$ cat src/rtl/dmem_arbiter_if.sv
// dmem_arbiter_if: CPU, loader and Data_Memory signals around the arbiter.
interface dmem_arbiter_if #(parameter int ADDR_W = 32, parameter int DATA_W = 32);
  logic              cpu_req;
  logic              cpu_we;
  logic [ADDR_W-1:0] cpu_addr;
  logic [DATA_W-1:0] cpu_wdata;
  logic [DATA_W-1:0] cpu_rdata;
  logic              cpu_stall;
  logic              ldr_req;
  logic              ldr_we;
  logic [ADDR_W-1:0] ldr_addr;
  logic [DATA_W-1:0] ldr_wdata;
  logic              ldr_gnt;
  logic [DATA_W-1:0] ldr_rdata;
  logic              ldr_rvalid;
  logic [ADDR_W-1:0] mem_addr;
  logic [DATA_W-1:0] mem_wdata;
  logic              mem_we;
  logic              mem_re;
  logic [DATA_W-1:0] mem_rdata;
  modport master (
    input  cpu_req, cpu_we, cpu_addr, cpu_wdata, ldr_req, ldr_we, ldr_addr, ldr_wdata, mem_rdata,
    output cpu_rdata, cpu_stall, ldr_gnt, ldr_rdata, ldr_rvalid, mem_addr, mem_wdata, mem_we, mem_re
  );
  modport slave (
    output cpu_req, cpu_we, cpu_addr, cpu_wdata, ldr_req, ldr_we, ldr_addr, ldr_wdata, mem_rdata,
    input  cpu_rdata, cpu_stall, ldr_gnt, ldr_rdata, ldr_rvalid, mem_addr, mem_wdata, mem_we, mem_re
  );
endinterface

$ cat src/rtl/dmem_arbiter.sv
// dmem_arbiter: shares single-port Data_Memory between the CPU load/store path and a loader,
// round-robin on ties with a bounded loader burst while the CPU waits.
module dmem_arbiter #(
  parameter int MAX_BURST = 4
) (
  input  logic           i_clk,
  input  logic           i_reset,
  dmem_arbiter_if.master bus
);
  localparam int CW = $clog2(MAX_BURST) + 1;
  typedef enum logic [1:0] {IDLE, CPU_OWN, LDR_OWN} state_t;
  state_t          r_state, w_next;
  logic            r_last_cpu;
  logic [CW-1:0]   r_burst, w_burst_nxt;
  logic            r_rvalid;
  logic [$bits(bus.ldr_rdata)-1:0] r_rdata;
  logic            w_cap, w_cpu_own, w_ldr_own, w_ldr_gnt, w_ldr_rd;
  assign w_cap     = r_burst == CW'(MAX_BURST - 1);
  assign w_cpu_own = r_state == CPU_OWN;
  assign w_ldr_own = r_state == LDR_OWN;
  assign w_ldr_gnt = bus.ldr_req & w_ldr_own;
  assign w_ldr_rd  = w_ldr_gnt & ~bus.ldr_we;
  always_comb begin
    w_next = IDLE;
    case (r_state)
      IDLE:    w_next = (bus.cpu_req & (~bus.ldr_req | ~r_last_cpu)) ? CPU_OWN :
                        bus.ldr_req ? LDR_OWN : IDLE;
      CPU_OWN: w_next = bus.ldr_req ? LDR_OWN : bus.cpu_req ? CPU_OWN : IDLE;
      LDR_OWN: w_next = (bus.cpu_req & (w_cap | ~bus.ldr_req)) ? CPU_OWN :
                        bus.ldr_req ? LDR_OWN : IDLE;
      default: w_next = IDLE;
    endcase
    // burst count saturates so a long solo stream hands over immediately once the CPU asks
    w_burst_nxt = (w_ldr_own && w_next == LDR_OWN) ? (w_cap ? r_burst : r_burst + 1'b1) : '0;
  end
  always_ff @(posedge i_clk or negedge i_reset) begin
    if (!i_reset) begin
      r_state    <= IDLE;
      r_last_cpu <= 1'b0;
      r_burst    <= '0;
      r_rvalid   <= 1'b0;
      r_rdata    <= '0;
    end else begin
      r_state  <= w_next;
      r_burst  <= w_burst_nxt;
      r_rvalid <= w_ldr_rd;
      if (w_next != IDLE) r_last_cpu <= w_next == CPU_OWN;
      if (w_ldr_rd) r_rdata <= bus.mem_rdata;
    end
  end
  assign bus.mem_addr   = w_cpu_own ? bus.cpu_addr  : w_ldr_own ? bus.ldr_addr  : '0;
  assign bus.mem_wdata  = w_cpu_own ? bus.cpu_wdata : w_ldr_own ? bus.ldr_wdata : '0;
  assign bus.mem_we     = (w_cpu_own & bus.cpu_req & bus.cpu_we) | (w_ldr_own & bus.ldr_req & bus.ldr_we);
  assign bus.mem_re     = (w_cpu_own & bus.cpu_req & ~bus.cpu_we) | (w_ldr_own & bus.ldr_req & ~bus.ldr_we);
  assign bus.cpu_stall  = bus.cpu_req & ~w_cpu_own;
  assign bus.cpu_rdata  = bus.mem_rdata;
  assign bus.ldr_gnt    = w_ldr_gnt;
  assign bus.ldr_rdata  = r_rdata;
  assign bus.ldr_rvalid = r_rvalid;
endmodule

$ cat src/flat_wrapper.sv
// flat-port wrapper written by rule: the top's interface ports become plain ports
module dmem_arbiter_flat 
#(
  parameter int MAX_BURST = 4
)
  (i_clk, i_reset, bus_cpu_req, bus_cpu_we, bus_cpu_addr, bus_cpu_wdata, bus_ldr_req, bus_ldr_we, bus_ldr_addr, bus_ldr_wdata, bus_mem_rdata, bus_cpu_rdata, bus_cpu_stall, bus_ldr_gnt, bus_ldr_rdata, bus_ldr_rvalid, bus_mem_addr, bus_mem_wdata, bus_mem_we, bus_mem_re);
  dmem_arbiter_if bus_i ();
  input  logic i_clk;
  input  logic i_reset;
  input wire logic [$bits(bus_i.cpu_req)-1:0] bus_cpu_req;
  input wire logic [$bits(bus_i.cpu_we)-1:0] bus_cpu_we;
  input wire logic [$bits(bus_i.cpu_addr)-1:0] bus_cpu_addr;
  input wire logic [$bits(bus_i.cpu_wdata)-1:0] bus_cpu_wdata;
  input wire logic [$bits(bus_i.ldr_req)-1:0] bus_ldr_req;
  input wire logic [$bits(bus_i.ldr_we)-1:0] bus_ldr_we;
  input wire logic [$bits(bus_i.ldr_addr)-1:0] bus_ldr_addr;
  input wire logic [$bits(bus_i.ldr_wdata)-1:0] bus_ldr_wdata;
  input wire logic [$bits(bus_i.mem_rdata)-1:0] bus_mem_rdata;
  output wire logic [$bits(bus_i.cpu_rdata)-1:0] bus_cpu_rdata;
  output wire logic [$bits(bus_i.cpu_stall)-1:0] bus_cpu_stall;
  output wire logic [$bits(bus_i.ldr_gnt)-1:0] bus_ldr_gnt;
  output wire logic [$bits(bus_i.ldr_rdata)-1:0] bus_ldr_rdata;
  output wire logic [$bits(bus_i.ldr_rvalid)-1:0] bus_ldr_rvalid;
  output wire logic [$bits(bus_i.mem_addr)-1:0] bus_mem_addr;
  output wire logic [$bits(bus_i.mem_wdata)-1:0] bus_mem_wdata;
  output wire logic [$bits(bus_i.mem_we)-1:0] bus_mem_we;
  output wire logic [$bits(bus_i.mem_re)-1:0] bus_mem_re;
  assign bus_i.cpu_req = bus_cpu_req;
  assign bus_i.cpu_we = bus_cpu_we;
  assign bus_i.cpu_addr = bus_cpu_addr;
  assign bus_i.cpu_wdata = bus_cpu_wdata;
  assign bus_i.ldr_req = bus_ldr_req;
  assign bus_i.ldr_we = bus_ldr_we;
  assign bus_i.ldr_addr = bus_ldr_addr;
  assign bus_i.ldr_wdata = bus_ldr_wdata;
  assign bus_i.mem_rdata = bus_mem_rdata;
  assign bus_cpu_rdata = bus_i.cpu_rdata;
  assign bus_cpu_stall = bus_i.cpu_stall;
  assign bus_ldr_gnt = bus_i.ldr_gnt;
  assign bus_ldr_rdata = bus_i.ldr_rdata;
  assign bus_ldr_rvalid = bus_i.ldr_rvalid;
  assign bus_mem_addr = bus_i.mem_addr;
  assign bus_mem_wdata = bus_i.mem_wdata;
  assign bus_mem_we = bus_i.mem_we;
  assign bus_mem_re = bus_i.mem_re;
  dmem_arbiter #(.MAX_BURST(MAX_BURST)) u_core (.i_clk(i_clk), .i_reset(i_reset), .bus(bus_i));
endmodule
$ cat config.mk
export PLATFORM = sky130hd
export DESIGN_NAME = dmem_arbiter_flat
export DESIGN_NICKNAME = d
export VERILOG_FILES = /design/src/rtl/dmem_arbiter_if.sv /design/src/rtl/dmem_arbiter.sv /design/src/flat_wrapper.sv
export SDC_FILE = /design/constraint.sdc
export NUM_CORES = 1
export LEC_CHECK = 0
export ABC_AREA = 1
export CORE_AREA = 2 2 117 119
export CTS_BUF_LIST = sky130_fd_sc_hd__clkbuf_16
export DETAILED_ROUTE_END_ITERATION = 7
export DIE_AREA = 0 0 119 121
export GPL_ROUTABILITY_DRIVEN = 0
export PLACE_DENSITY = 0.66
export SYNTH_ARGS = -nofsm -noshare
export SYNTH_HDL_FRONTEND = slang
export SYNTH_SLANG_ARGS = --single-unit
$ cat constraint.sdc
create_clock -name i_clk -period 2.25 [get_ports i_clk]
set_clock_uncertainty 0.15 [all_clocks]
set_input_delay 0.225 -clock i_clk [delete_from_list [all_inputs] [get_ports i_clk]]
set_output_delay 0.225 -clock i_clk [all_outputs]
set_load 0.01 [all_outputs]
==> results.json, run 1 <==
{
  "peakVddDrop_mv": 0.4763,
  "cts.htree.levels": 2,
  "rsz0062_at_grt": "no",
  "synth_top_family_by_area": "compound AO/OA/AOI/OAI gates",
  "place_inst": 727,
  "clkPwrFrac": 0.119,
  "synthTopCellsByArea": "dfrtp_1 39%, a22o_1 23%, nand2_1 16%",
  "synth_top_area_frac": 0.3941,
  "hold_viol": 0,
  "timing_worst_slew_pin_value_ns": 0.8872,
  "antenna_found_initial": 2,
  "hold_slack_ns": 0.3257,
  "ant_nets": 0,
  "max_slew_margin": 0.4085,
  "setup_ws_ns": 0.09028,
  "final_common_cell": "clkdlybuf4s50_1",
  "grt_max_degree": 40,
  "synth_mux_area_frac": 0,
  "clockRootBuffer": "clkbuf_16",
  "synth_area_per_cell_um2": 8.254,
  "synth_top_cell_by_area": "dfrtp_1",
  "synth_xor_area_frac": 0.003537,
  "n_antenna_cell": 0,
  "synth.ff_latch_count": 39,
  "drc_errors": 0,
  "cts_inserted_buffers": 5,
  "syn_nets": 468,
  "drt_iter0_drc": 117,
  "synth-compound-area-share": 0.2385,
  "path_class": "reg2out",
  "synth-seq-area-share": 0.3941,
  "rows": 42,
  "min_period_ns": 2.160,
  "syn-cell-area_um2": 2476,
  "p_per_area_nw_per_um2": 1011,
  "io_pins": 299,
  "overflow": 0,
  "cp-end-kind": "primary output",
  "firstDrtPassIters": 4,
  "p_comb_frac": 0.671,
  "cts_tree": "built",
  "synth_cell_type_count": 20,
  "grt_usage": 0.1657,
  "die_h_um": 121,
  "clk_latency_ns": 0.27,
  "placed_area_um2": 5423,
  "via_count": 3198,
  "area_growth_pct": 125.5,
  "setup_viol": 0,
  "syn_inst": 300,
  "fill_cells": 1275,
  "seq_power_share": 0.210,
  "required_ns": 1.88,
  "final_cell_mix": "232 x clkdlybuf4s50_1, 107 x nand2_1, 65 x dlygate4sd2_1",
  "fin_crit_sh": 0.9599,
  "synth_fa_ha_area_frac": 0.01011,
  "viasPerCell": 4.310,
  "leakage_nw": 2.678,
  "total_power_mw": 5.646,
  "fmax_mhz": 463.0,
  "start_util": 0.1892,
  "dieArea_um2": 14400,
  "wirelength_um": 12650,
  "netSwitchingFraction": 0.3932,
  "p_int_mw": 3.426,
  "clkTransAtPathRegs_ns": 0.06,
  "status": "finished clean",
  "cp-start-kind": "register",
  "drive_gt1_frac": 0.04417,
  "yosysWarnings": 0,
  "grt_pass1_wl_um": 18690,
  "max_cap_viol_count": 0,
  "core_area_um2": 13090,
  "p_switching_mw": 2.220,
  "slew_viol_final": 0,
  "portBuffers": 298,
  "worstPathMaxFanout": 17,
  "cts.sinks": 39,
  "die_w_um": 119,
  "fin_nets": 733,
  "routedWlPerCell_um": 17.04,
  "final_cell_area_um2": 5584,
  "dpl.hpwl_um": 10020,
  "arrival_ns": 1.78,
  "grt_pass1_vias": 3298,
  "pre_cts_ws_ns": 0.1347,
  "layout.cells.non_filler": 742,
  "synth-simple-area-share": 0.1925,
  "hp-class": "reg2reg",
  "clk_path_buf_depth": 2
}
==> cell usage after synthesis <==
cell / n
a21oi_1: 3
a22o_1: 64
buf_2: 9
buf_4: 36
buf_6: 1
clkbuf_1: 6
clkinv_2: 1
dfrtp_1: 39
ha_1: 2
inv_1: 10
inv_2: 2
nand2_1: 107
nand2_2: 1
nand3_1: 4
nand4_1: 1
nor2_1: 8
nor2_2: 2
o21ai_0: 2
o21ai_1: 1
xor2_1: 1
==> flip-flops by register name, indices dropped and copies added (netlist names) <==
signal and cells:
u_core.bus.ldr_rvalid 1, u_core.r_state 2, u_core.r_burst 3, u_core.r_last_cpu 1
u_core.bus.ldr_rdata 32
==> area by class of cell <==
| class | count | area, µm² | share of cell area |
|---|---|---|---|
| inverter | 13 | 50.05 | 0.008963 |
| sequential | 39 | 975.9 | 0.1748 |
| multi-input combinational | 196 | 1120 | 0.2005 |
| clock buffer | 5 | 125.1 | 0.02241 |
| clock inverter | 3 | 16.27 | 0.002913 |
| timing repair buffer | 310 | 3077 | 0.5510 |
| tap | 176 | 220.2 | 0.03944 |
==> power by group through the flow <==
stage          Combinational [mW]  Sequential [mW]  Clock [mW]
2_1_floorplan                1.54             1.30           0
3_3_place_gp                 3.96             1.18           0
3_5_place_dp                 3.99             1.19           0
4_1_cts                      3.78             1.19       0.699
5_1_grt                      4.05             1.22       0.734
6_report                     3.79             1.18       0.675
==> cells by family after synthesis <==
| logic type | Yosys count |
|---|---|
| XOR/XNOR | 1 |
| adder cells (fa/ha/maj) | 2 |
| buffers and inverters | 65 |
| AO/OA/AOI/OAI | 70 |
| flip-flops | 39 |
| AND/OR/NAND/NOR | 123 |
==> critical path: stages (launching register included) <==
cell,delay [ns]
dfrtp_1,0.40
inv_1,0.09
nor2_4,0.18
buf_12,0.17
a22o_4,0.14
clkdlybuf4s50_1,0.52
==> routing by layer <==
layer,track usage,share of wire,wire (µm)
met3,0.07096,0.11,1334
met5,0,0.0021,27
met4,0.04539,0.020,255
met1,0.1744,0.37,4673
met2,0.3017,0.50,6355
==> final timing paths <==
kind	from	endpoint	slack [ns]	depth (start not counted)
worst min register to register	u_core.bus.ldr_rdata[23]	u_core.bus.ldr_rdata[23]	0.33	2
worst max-delay path	u_core.r_state[0]	bus_mem_addr[23]	0.09	5
worst min-delay path	u_core.bus.ldr_rdata[23]	u_core.bus.ldr_rdata[23]	0.33	2
worst max register to register	u_core.r_state[1]	u_core.bus.ldr_rdata[17]	0.31	11
max in group asynchronous	i_reset	u_core.r_last_cpu	0.94	2
min in group asynchronous	i_reset	u_core.bus.ldr_rdata[9]	0.45	2
==> repair_timing <==
action | 4_1_cts | 5_1_grt
hold buffers | 1 | 0
pin swaps | 2 | 1
endpoints found under the hold margin | 39 | 0
setup buffers | 3 | 1
gates cloned | 1 | 1
setup endpoints to repair | 64 | 1
resized for setup | 67 | 0
==> per-stage QoR <==
stage	TNS [ns]	utilization
detailed placement	0	0.4144
finish	0	0.4268
global route	0	0.4268
global placement	0	0.4144
floorplan	0	-
CTS	-0.008479	0.4243
Note: power is estimated with default switching activity, not from simulation.
==> inputs of run 2 (changes only) <==
--- a/config.mk
+++ b/config.mk
@@ -6,6 +6,7 @@
 export NUM_CORES = 1
 export LEC_CHECK = 0
 export ABC_AREA = 1
+export CAP_MARGIN = 20
 export CORE_AREA = 2 2 117 119
 export CTS_BUF_LIST = sky130_fd_sc_hd__clkbuf_16
 export DETAILED_ROUTE_END_ITERATION = 7
==> results of run 2 <==
Final layout, timing and power as in run 1 (identical DEF).
==> inputs of run 3 (changes only) <==
--- a/config.mk
+++ b/config.mk
@@ -7,12 +7,13 @@
 export LEC_CHECK = 0
 export ABC_AREA = 1
 export CAP_MARGIN = 20
-export CORE_AREA = 2 2 117 119
+export CORE_AREA = 2 2 114 116
 export CTS_BUF_LIST = sky130_fd_sc_hd__clkbuf_16
 export DETAILED_ROUTE_END_ITERATION = 7
-export DIE_AREA = 0 0 119 121
+export DIE_AREA = 0 0 116 118
 export GPL_ROUTABILITY_DRIVEN = 0
-export PLACE_DENSITY = 0.66
+export MAX_ROUTING_LAYER = met4
+export PLACE_DENSITY = 0.71
 export SYNTH_ARGS = -nofsm -noshare
 export SYNTH_HDL_FRONTEND = slang
 export SYNTH_SLANG_ARGS = --single-unit
==> constraint.sdc (replaced) <==
create_clock -name i_clk -period 1.8 [get_ports i_clk]
set_clock_uncertainty 0.15 [all_clocks]
set_input_delay 0.18 -clock i_clk [delete_from_list [all_inputs] [get_ports i_clk]]
set_output_delay 0.18 -clock i_clk [all_outputs]
set_load 0.01 [all_outputs]
==> run 3 against run 2 <==
The flow now finishes with violations (setup timing). Die area is 4.9% lower. Clock power is 20% higher. Utilization is 5.7 points higher.
==> results.json, run 3 (synthesized netlist as in run 1, its figures left out) <==
{
  "placed_area_um2": 5570,
  "start_util": 0.1995,
  "hold_slack_ns": 0.3192,
  "antenna_found_initial": 1,
  "clk_path_buf_depth": 2,
  "fin_nets": 769,
  "hold_viol": 0,
  "clk_latency_ns": 0.27,
  "cts_inserted_buffers": 5,
  "place_inst": 740,
  "dpl.hpwl_um": 10640,
  "violations": "setup timing",
  "dieArea_um2": 13690,
  "slew_viol_final": 0,
  "layout.cells.non_filler": 774,
  "timing_worst_slew_pin_value_ns": 0.4910,
  "ant_nets": 0,
  "area_growth_pct": 142.6,
  "fin_crit_sh": 1.073,
  "arrival_ns": 1.60,
  "overflow": 0,
  "io_pins": 299,
  "die_h_um": 118,
  "largest_reg_flops": 32,
  "fill_cells": 1171,
  "grt_pass1_vias": 3411,
  "clockRootBuffer": "clkbuf_16",
  "leakage_nw": 2.850,
  "pre_cts_ws_ns": -0.2181,
  "clkTransAtPathRegs_ns": 0.06,
  "final_cell_mix": "229 x clkdlybuf4s50_1, 107 x nand2_1, 60 x a22o_1",
  "die_w_um": 116,
  "wirelength_um": 14150,
  "final_common_cell": "clkdlybuf4s50_1",
  "setup_ws_ns": -0.1323,
  "drc_errors": 0,
  "fin_util": 0.4839,
  "drive_gt1_frac": 0.2233,
  "grt_usage": 0.1925,
  "cp-end-kind": "primary output",
  "routedWlPerCell_um": 18.28,
  "path_class": "reg2out",
  "grt_pass1_wl_um": 19640,
  "grt_max_degree": 40,
  "cts.sinks": 39,
  "max_slew_margin": 0.6726,
  "via_count": 3422,
  "core_area_um2": 12410,
  "r2r_setup_slack_ns": -0.03,
  "setup_viol": 65,
  "max_cap_viol_count": 0,
  "worstPathMaxFanout": 8,
  "total_power_mw": 7.990,
  "fmax_mhz": 517.5,
  "drt_iter0_drc": 167,
  "rows": 41,
  "final_cell_area_um2": 6007,
  "viasPerCell": 4.421,
  "p_per_area_nw_per_um2": 1330,
  "rsz0062_at_grt": "yes",
  "firstDrtPassIters": 5,
  "cts_tree": "built",
  "status": "finished with violations",
  "hp-class": "in2reg",
  "min_period_ns": 1.932,
  "peakVddDrop_mv": 0.7703,
  "required_ns": 1.47,
  "portBuffers": 298,
  "cp-start-kind": "register",
  "cts.htree.levels": 2,
  "setup_tns_ns": -4.139
}
## run 3: layer usage
metal	wire length (µm)	share of wire	track usage	vias to the layer above
met2	7100	0.50	0.3315	193
li1	-	-	-	1600
met1	5368	0.38	0.2161	1606
met4	358	0.025	0.06176	0
met3	1321	0.093	0.04892	23
met5	0	0	-	-
## run 3: final cells by class
cell class	instances	area [µm²]	area share
Timing Repair Buffer	346	3455	0.5751
Tap cell	172	215.2	0.03583
Clock buffer	5	125.1	0.02083
Antenna cell	2	5.005	0.0008332
Multi-Input combinational cell	196	1162	0.1935
Sequential cell	39	975.9	0.1625
Clock inverter	1	7.507	0.001250
Inverter	13	61.31	0.01021
## run 3: worst paths after layout
kind | start | endpoint | cells past startpoint
setup / recovery | u_core.r_state[0] | bus_mem_addr[13] | 7
hold / removal | bus_mem_rdata[30] | u_core.bus.ldr_rdata[30] | 3
setup reg to reg | u_core.r_state[0] | u_core.bus.ldr_rdata[2] | 10
hold reg to reg | u_core.bus.ldr_rdata[14] | u_core.bus.ldr_rdata[14] | 2
max in group asynchronous | i_reset | u_core.r_state[0] | 3
min in group asynchronous | i_reset | u_core.bus.ldr_rdata[28] | 3
## run 3: power breakdown
group          internal [mW]  switching (mW)  leakage [nW]
registers               1.25           0.222         0.492
logic                   3.24            2.46          2.30
clock network          0.497           0.314        0.0618
## run 3: what timing repair did
action | 4_1_cts | 5_1_grt
hold endpoints to repair | 39 | 0
gates cloned | 4 | 4
gates resized for setup | 307 | 20
setup buffers | 15 | 4
hold buffers | 1 | 0
pin swaps | 19 | 27
endpoints found under the setup margin | 100 | 97
## run 3: worst max-delay path: stages, from the launching register on
cell	delay [ns]
dfrtp_1	0.40
buf_6	0.13
nor2_4	0.13
buf_12	0.18
buf_12	0.12
buf_6	0.09
a22o_1	0.16
buf_6	0.12
